**src/rtl/sram_mem_responder.sv**
```systemverilog
// MEM-stage data-memory responder: serves 32-bit loads/stores as two 16-bit
// SRAM half-word accesses, each phase lasting WAIT_CYCLES cycles.
module sram_mem_responder #(
    parameter int unsigned WAIT_CYCLES = 5,
    parameter int unsigned BASE_ADDR   = 1024,
    parameter int unsigned SRAM_AW     = 18
) (
    input  logic               clk,
    input  logic               reset,
    input  logic               mem_r_en,
    input  logic               mem_w_en,
    input  logic [31:0]        address,
    input  logic [31:0]        wdata,
    output logic [31:0]        rdata,
    output logic               ready,
    output logic [SRAM_AW-1:0] sram_addr,
    output logic [15:0]        sram_dq_out,
    input  logic [15:0]        sram_dq_in,
    output logic               sram_dq_oe,
    output logic               sram_we_n
);

    localparam int unsigned CNT_W  = 4;
    localparam int unsigned WORD_W = SRAM_AW - 1;
    localparam logic [CNT_W-1:0] CNT_LAST = CNT_W'(WAIT_CYCLES - 1);
    localparam logic [31:0]      BASE     = 32'(BASE_ADDR);

    typedef enum logic [1:0] {
        IDLE = 2'd0,
        LOW  = 2'd1,
        HIGH = 2'd2,
        DONE = 2'd3
    } state_e;

    state_e              state_q,  state_d;
    logic [CNT_W-1:0]    cnt_q,    cnt_d;
    logic                is_wr_q,  is_wr_d;
    logic [WORD_W-1:0]   word_q,   word_d;
    logic [31:0]         wdata_q,  wdata_d;
    logic [31:0]         rdata_q,  rdata_d;
    logic [SRAM_AW-1:0]  addr_q,   addr_d;
    logic [15:0]         dq_out_q, dq_out_d;
    logic                dq_oe_q,  dq_oe_d;
    logic                we_n_q,   we_n_d;

    logic [WORD_W-1:0]   req_word;
    logic                phase_last;
    logic                in_phase_d;

    // Word index relative to BASE_ADDR; upper bits drop so accesses wrap.
    assign req_word   = WORD_W'((address - BASE) >> 2);
    assign phase_last = (cnt_q == CNT_LAST);

    // Sequencing: latch the request in IDLE, then count out LOW and HIGH.
    always_comb begin
        state_d = state_q;
        cnt_d   = cnt_q;
        is_wr_d = is_wr_q;
        word_d  = word_q;
        wdata_d = wdata_q;
        rdata_d = rdata_q;
        case (state_q)
            IDLE: begin
                if (mem_w_en || mem_r_en) begin
                    state_d = LOW;
                    cnt_d   = '0;
                    is_wr_d = mem_w_en;
                    word_d  = req_word;
                    wdata_d = wdata;
                end
            end
            LOW: begin
                if (phase_last) begin
                    state_d = HIGH;
                    cnt_d   = '0;
                    if (!is_wr_q) begin
                        rdata_d[15:0] = sram_dq_in;
                    end
                end else begin
                    cnt_d = cnt_q + CNT_W'(1);
                end
            end
            HIGH: begin
                if (phase_last) begin
                    state_d = DONE;
                    cnt_d   = '0;
                    if (!is_wr_q) begin
                        rdata_d[31:16] = sram_dq_in;
                    end
                end else begin
                    cnt_d = cnt_q + CNT_W'(1);
                end
            end
            DONE: begin
                state_d = IDLE;
            end
            default: begin
                state_d = IDLE;
                cnt_d   = '0;
            end
        endcase
    end

    // SRAM pins are registered, so they are derived from the next state.
    always_comb begin
        addr_d     = addr_q;
        dq_out_d   = dq_out_q;
        dq_oe_d    = 1'b0;
        we_n_d     = 1'b1;
        in_phase_d = (state_d == LOW) || (state_d == HIGH);
        if (state_d == LOW) begin
            addr_d = {word_d, 1'b0};
        end else if (state_d == HIGH) begin
            addr_d = {word_d, 1'b1};
        end
        if (is_wr_d && in_phase_d) begin
            dq_oe_d  = 1'b1;
            we_n_d   = (cnt_d == '0);
            dq_out_d = (state_d == HIGH) ? wdata_d[31:16] : wdata_d[15:0];
        end
    end

    always_ff @(posedge clk or posedge reset) begin
        if (reset) begin
            state_q  <= IDLE;
            cnt_q    <= '0;
            is_wr_q  <= 1'b0;
            word_q   <= '0;
            wdata_q  <= '0;
            rdata_q  <= '0;
            addr_q   <= '0;
            dq_out_q <= '0;
            dq_oe_q  <= 1'b0;
            we_n_q   <= 1'b1;
        end else begin
            state_q  <= state_d;
            cnt_q    <= cnt_d;
            is_wr_q  <= is_wr_d;
            word_q   <= word_d;
            wdata_q  <= wdata_d;
            rdata_q  <= rdata_d;
            addr_q   <= addr_d;
            dq_out_q <= dq_out_d;
            dq_oe_q  <= dq_oe_d;
            we_n_q   <= we_n_d;
        end
    end

    // ready feeds the pipeline freeze directly, hence combinational.
    assign ready       = ((state_q == IDLE) && !mem_r_en && !mem_w_en) || (state_q == DONE);
    assign rdata       = rdata_q;
    assign sram_addr   = addr_q;
    assign sram_dq_out = dq_out_q;
    assign sram_dq_oe  = dq_oe_q;
    assign sram_we_n   = we_n_q;

endmodule

```
**config.mk**
```make
export PLATFORM = sky130hd
export DESIGN_NAME = sram_mem_responder
export DESIGN_NICKNAME = d
export VERILOG_FILES = /design/src/rtl/sram_mem_responder.sv
export SDC_FILE = /design/constraint.sdc
export NUM_CORES = 1
export LEC_CHECK = 0
export CAP_MARGIN = 5
export CORE_MARGIN = 3
export CORE_UTILIZATION = 43
export CTS_CLUSTER_SIZE = 25
export DETAILED_ROUTE_END_ITERATION = 16
export PLACE_DENSITY = 0.74
export SETUP_SLACK_MARGIN = 0.02
export SKIP_LAST_GASP = 1
export SLEW_MARGIN = 20
export SYNTH_ARGS = -nofsm -noshare
export SYNTH_HDL_FRONTEND = slang
export SYNTH_SLANG_ARGS = --single-unit
```
**constraint.sdc**
```tcl
create_clock -name clk -period 4.11 [get_ports clk]
set_input_delay 0.6165 -clock clk [delete_from_list [all_inputs] [get_ports clk]]
set_output_delay 0.6165 -clock clk [all_outputs]
set_load 0.005 [all_outputs]
```
==> results.toml <==
[logic_synthesis]
syn_inst = 418
synthArstFlopShare_pct = 100
synth_edf_count = 0
synthTopCellsByArea = "dfrtp_1 57%, mux2_2 7.6%, mux2_1 6.7%"
netlist.area_leader.share_pct = 57.4
avgSynthCellArea_um2 = 12.8
yosysMostFrequentCell = "dfrtp_1"
synthTopCellsByCount = "123 x dfrtp_1, 44 x nor2_1, 39 x nand2_1"
synth_seq_area_share_pct = 57.8
ys_ff_latch = 124
ys_types = 44
synth_nets = 511
synth_area_mm2 = 0.00537
synth_area_leader_cell = "dfrtp_1"
yosysWarnings = 0
synthFlopType = "dfrtp_1"

[route]
postRouteAntennaNets = 0
drc_errors = 0
vias = 3728
viasPerCell = 5.04
detail_route.wl_per_cell_um = 16.0
drt_iter0_drc = 160
wl_mm = 11.9
first_pass_iters = 4

[global_route]
first_global_vias = 3907
grt-busiest-layer = "met2"
grt_max_degree = 64
grt_pass1_wl_mm = 19.9
grt_use_met3_pct = 4.52
groute.usage.overall_pct = 17.8
antenna_found_initial = 0
met2_usage_pct = 29.4
grt_util_met1_pct = 23.1
overflow = 0

[cts]
clockRootBuffer = "clkbuf_16"
h-tree-depth = 4
post_cts_buffers = 0
cts_num_sinks = 124
clk_pin_slew_ps = 60
cts_resized = 0
clock_latency_ps = 400
cts_max_path_buffers = 2
tritoncts = "built"
cts_buffers = 17
ctsHoldBuffers = 0

[placed_design]
dp_hpwl_mm = 8.07
io_buffers = 137
dp.cells = 707
gp_congestion = 0.776
placed_cell_area_mm2 = 0.00688
pre_cts_slack_ps = 872

[worst_setup_path]
critPathSlowestCell = "ha_2"
criticalPathCategory = "flop to flop"
slowest_delay_ps = 900
cp.arrival_ps = 3280
path_cells = "inv_1, ha_1, o21a_4, nor3_1, a21o_1, ha_2, buf_4, o21ai_0, o41ai_2"
cp_data_required_time_ps = 4410
worstPathMaxFanout = 41
end_kind = "flop"
critPathLaunchType = "flop"

[power_and_ir_drop]
power_density_mw_per_mm2 = 844
pwr-share-seq_pct = 32.4
power.switching_mw = 2.11
combinationalPowerShare_pct = 43.9
p_clk_share_pct = 23.7
p_int_mw = 4.21
leakage_nw = 3.25
sw_frac_of_total_pct = 33.4
peakVddDrop_uv = 441

[floorplan]
rows = 40
num_io_pins = 153
chipHeight_um = 118
initial_utilization_pct = 44.3
die_x_um = 118
core_region_area_mm2 = 0.0121
die_area_mm2 = 0.0139

[outcome]
status = "finished clean"

[finish]
insertedDiodeCount = 0
drive_above_1_share_pct = 19.4
fillCellCount = 1006
regArea_mm2 = 0.00310
fin_area_mm2 = 0.00749
multi_input_area_mm2 = 0.00211
fin_cells = 739
area_growth_pct = 39.5
nNetsFinal = 651

[min_path]
hold_class = "flop to flop"

[timing]
finalMaxSlewViolations = 0
slew_headroom_pct = 41.5
setup_viol = 0
fmax_mhz = 335
worst_pin_slew_ps = 878
fin_setup_tns_ps = 0
finClkSkew_ps = 9.65
worst_slack_ps = 1130
period_share_pct = 72.6
rsz0062_at_grt = "no"
hold_viol_final = 0
fin_crit_ps = 2980

[run]
maxCapViolCount = 0
per-stage QoR:
step                utilization [%]  hold slack, ps  total power [mW]
floorplan                         -             437              3.82
global placement               56.8             451              4.75
detailed placement             56.8             460              4.85
CTS                            61.8             473              6.40
global route                   61.8             484              6.73
finish                         61.8             469              6.32
cells in the final DEF (no fill, tap or decap), types with 10 or more instances in the layout:
cell and count:
mux2_1 32, mux2_2 36, dfrtp_1 123, clkdlybuf4s50_1 137, o41ai_2 16, nand2_1 39
inv_1 10, nor2_1 44, o21ai_0 22, mux2_4 10, clkbuf_16 17
final cells by class:
type	instances	share of cell area (%)
multi-input combinational	261	28.2
tap	168	2.81
inverter	11	0.585
clock inverter	11	1.79
clock buffer	21	6.28
timing repair buffer	143	18.9
sequential	124	41.5
registers in the layout, summed over array words and instances, names as in the netlist, 2 cells and up:
name,cells
rdata,32
wdata_q,32
sram_addr,18
word_q,17
sram_dq_out,16
cnt_q,4
state_q,2
critical path, delay by kind of cell (launching register included):
family,cells,cell delay [ps]
AND/OR/NAND/NOR,1,50
buffers and inverters,2,510
AO/OA/AOI/OAI,4,600
adder cells (fa/ha/maj),2,1280
flip-flops,1,420
path summary, 6_finish.rpt:
path | to | cells after the start | slack, ps | from
max | sram_dq_out[5]$_DFFE_PP0P_ | 9 | 1130 | state_q[1]$_DFF_PP0_
min | word_q[2]$_DFF_PP0_ | 2 | 470 | word_q[2]$_DFF_PP0_
max reg2reg | sram_dq_out[5]$_DFFE_PP0P_ | 9 | 1130 | state_q[1]$_DFF_PP0_
min reg2reg | word_q[2]$_DFF_PP0_ | 2 | 470 | word_q[2]$_DFF_PP0_
max in group asynchronous | wdata_q[17]$_DFF_PP0_ | 3 | 2470 | reset
min in group asynchronous | rdata[2]$_DFFE_PP0P_ | 2 | 730 | reset
power by group through the flow:
stage | clock network (mW) | registers, mW | logic, mW
2_1_floorplan | 0 | 2.04 | 1.78
3_3_place_gp | 0 | 2.04 | 2.71
3_5_place_dp | 0 | 2.06 | 2.79
4_1_cts | 1.53 | 2.05 | 2.81
5_1_grt | 1.59 | 2.11 | 3.03
6_report | 1.50 | 2.05 | 2.77
cells by family (layout without fill, tap and decap cells):
| family | after synthesis | in the layout | synth area share (%) |
|---|---|---|---|
| XOR/XNOR | 5 | 5 | 0.816 |
| AND/OR/NAND/NOR | 105 | 105 | 8.86 |
| buffers and inverters | 33 | 186 | 2.91 |
| AO/OA/AOI/OAI | 64 | 64 | 10.4 |
| flip-flops | 124 | 124 | 57.8 |
| multiplexers | 78 | 78 | 17.1 |
| adder cells (fa/ha/maj) | 9 | 9 | 2.10 |
metal layers:
layer  part of all wire, %  vias up
met3                   3.3        8
met2                    51       89
met1                    45     1887
met4                  0.86        0
met5                     0        -
li1                      -     1744
Power figures use the tool's default switching activity.
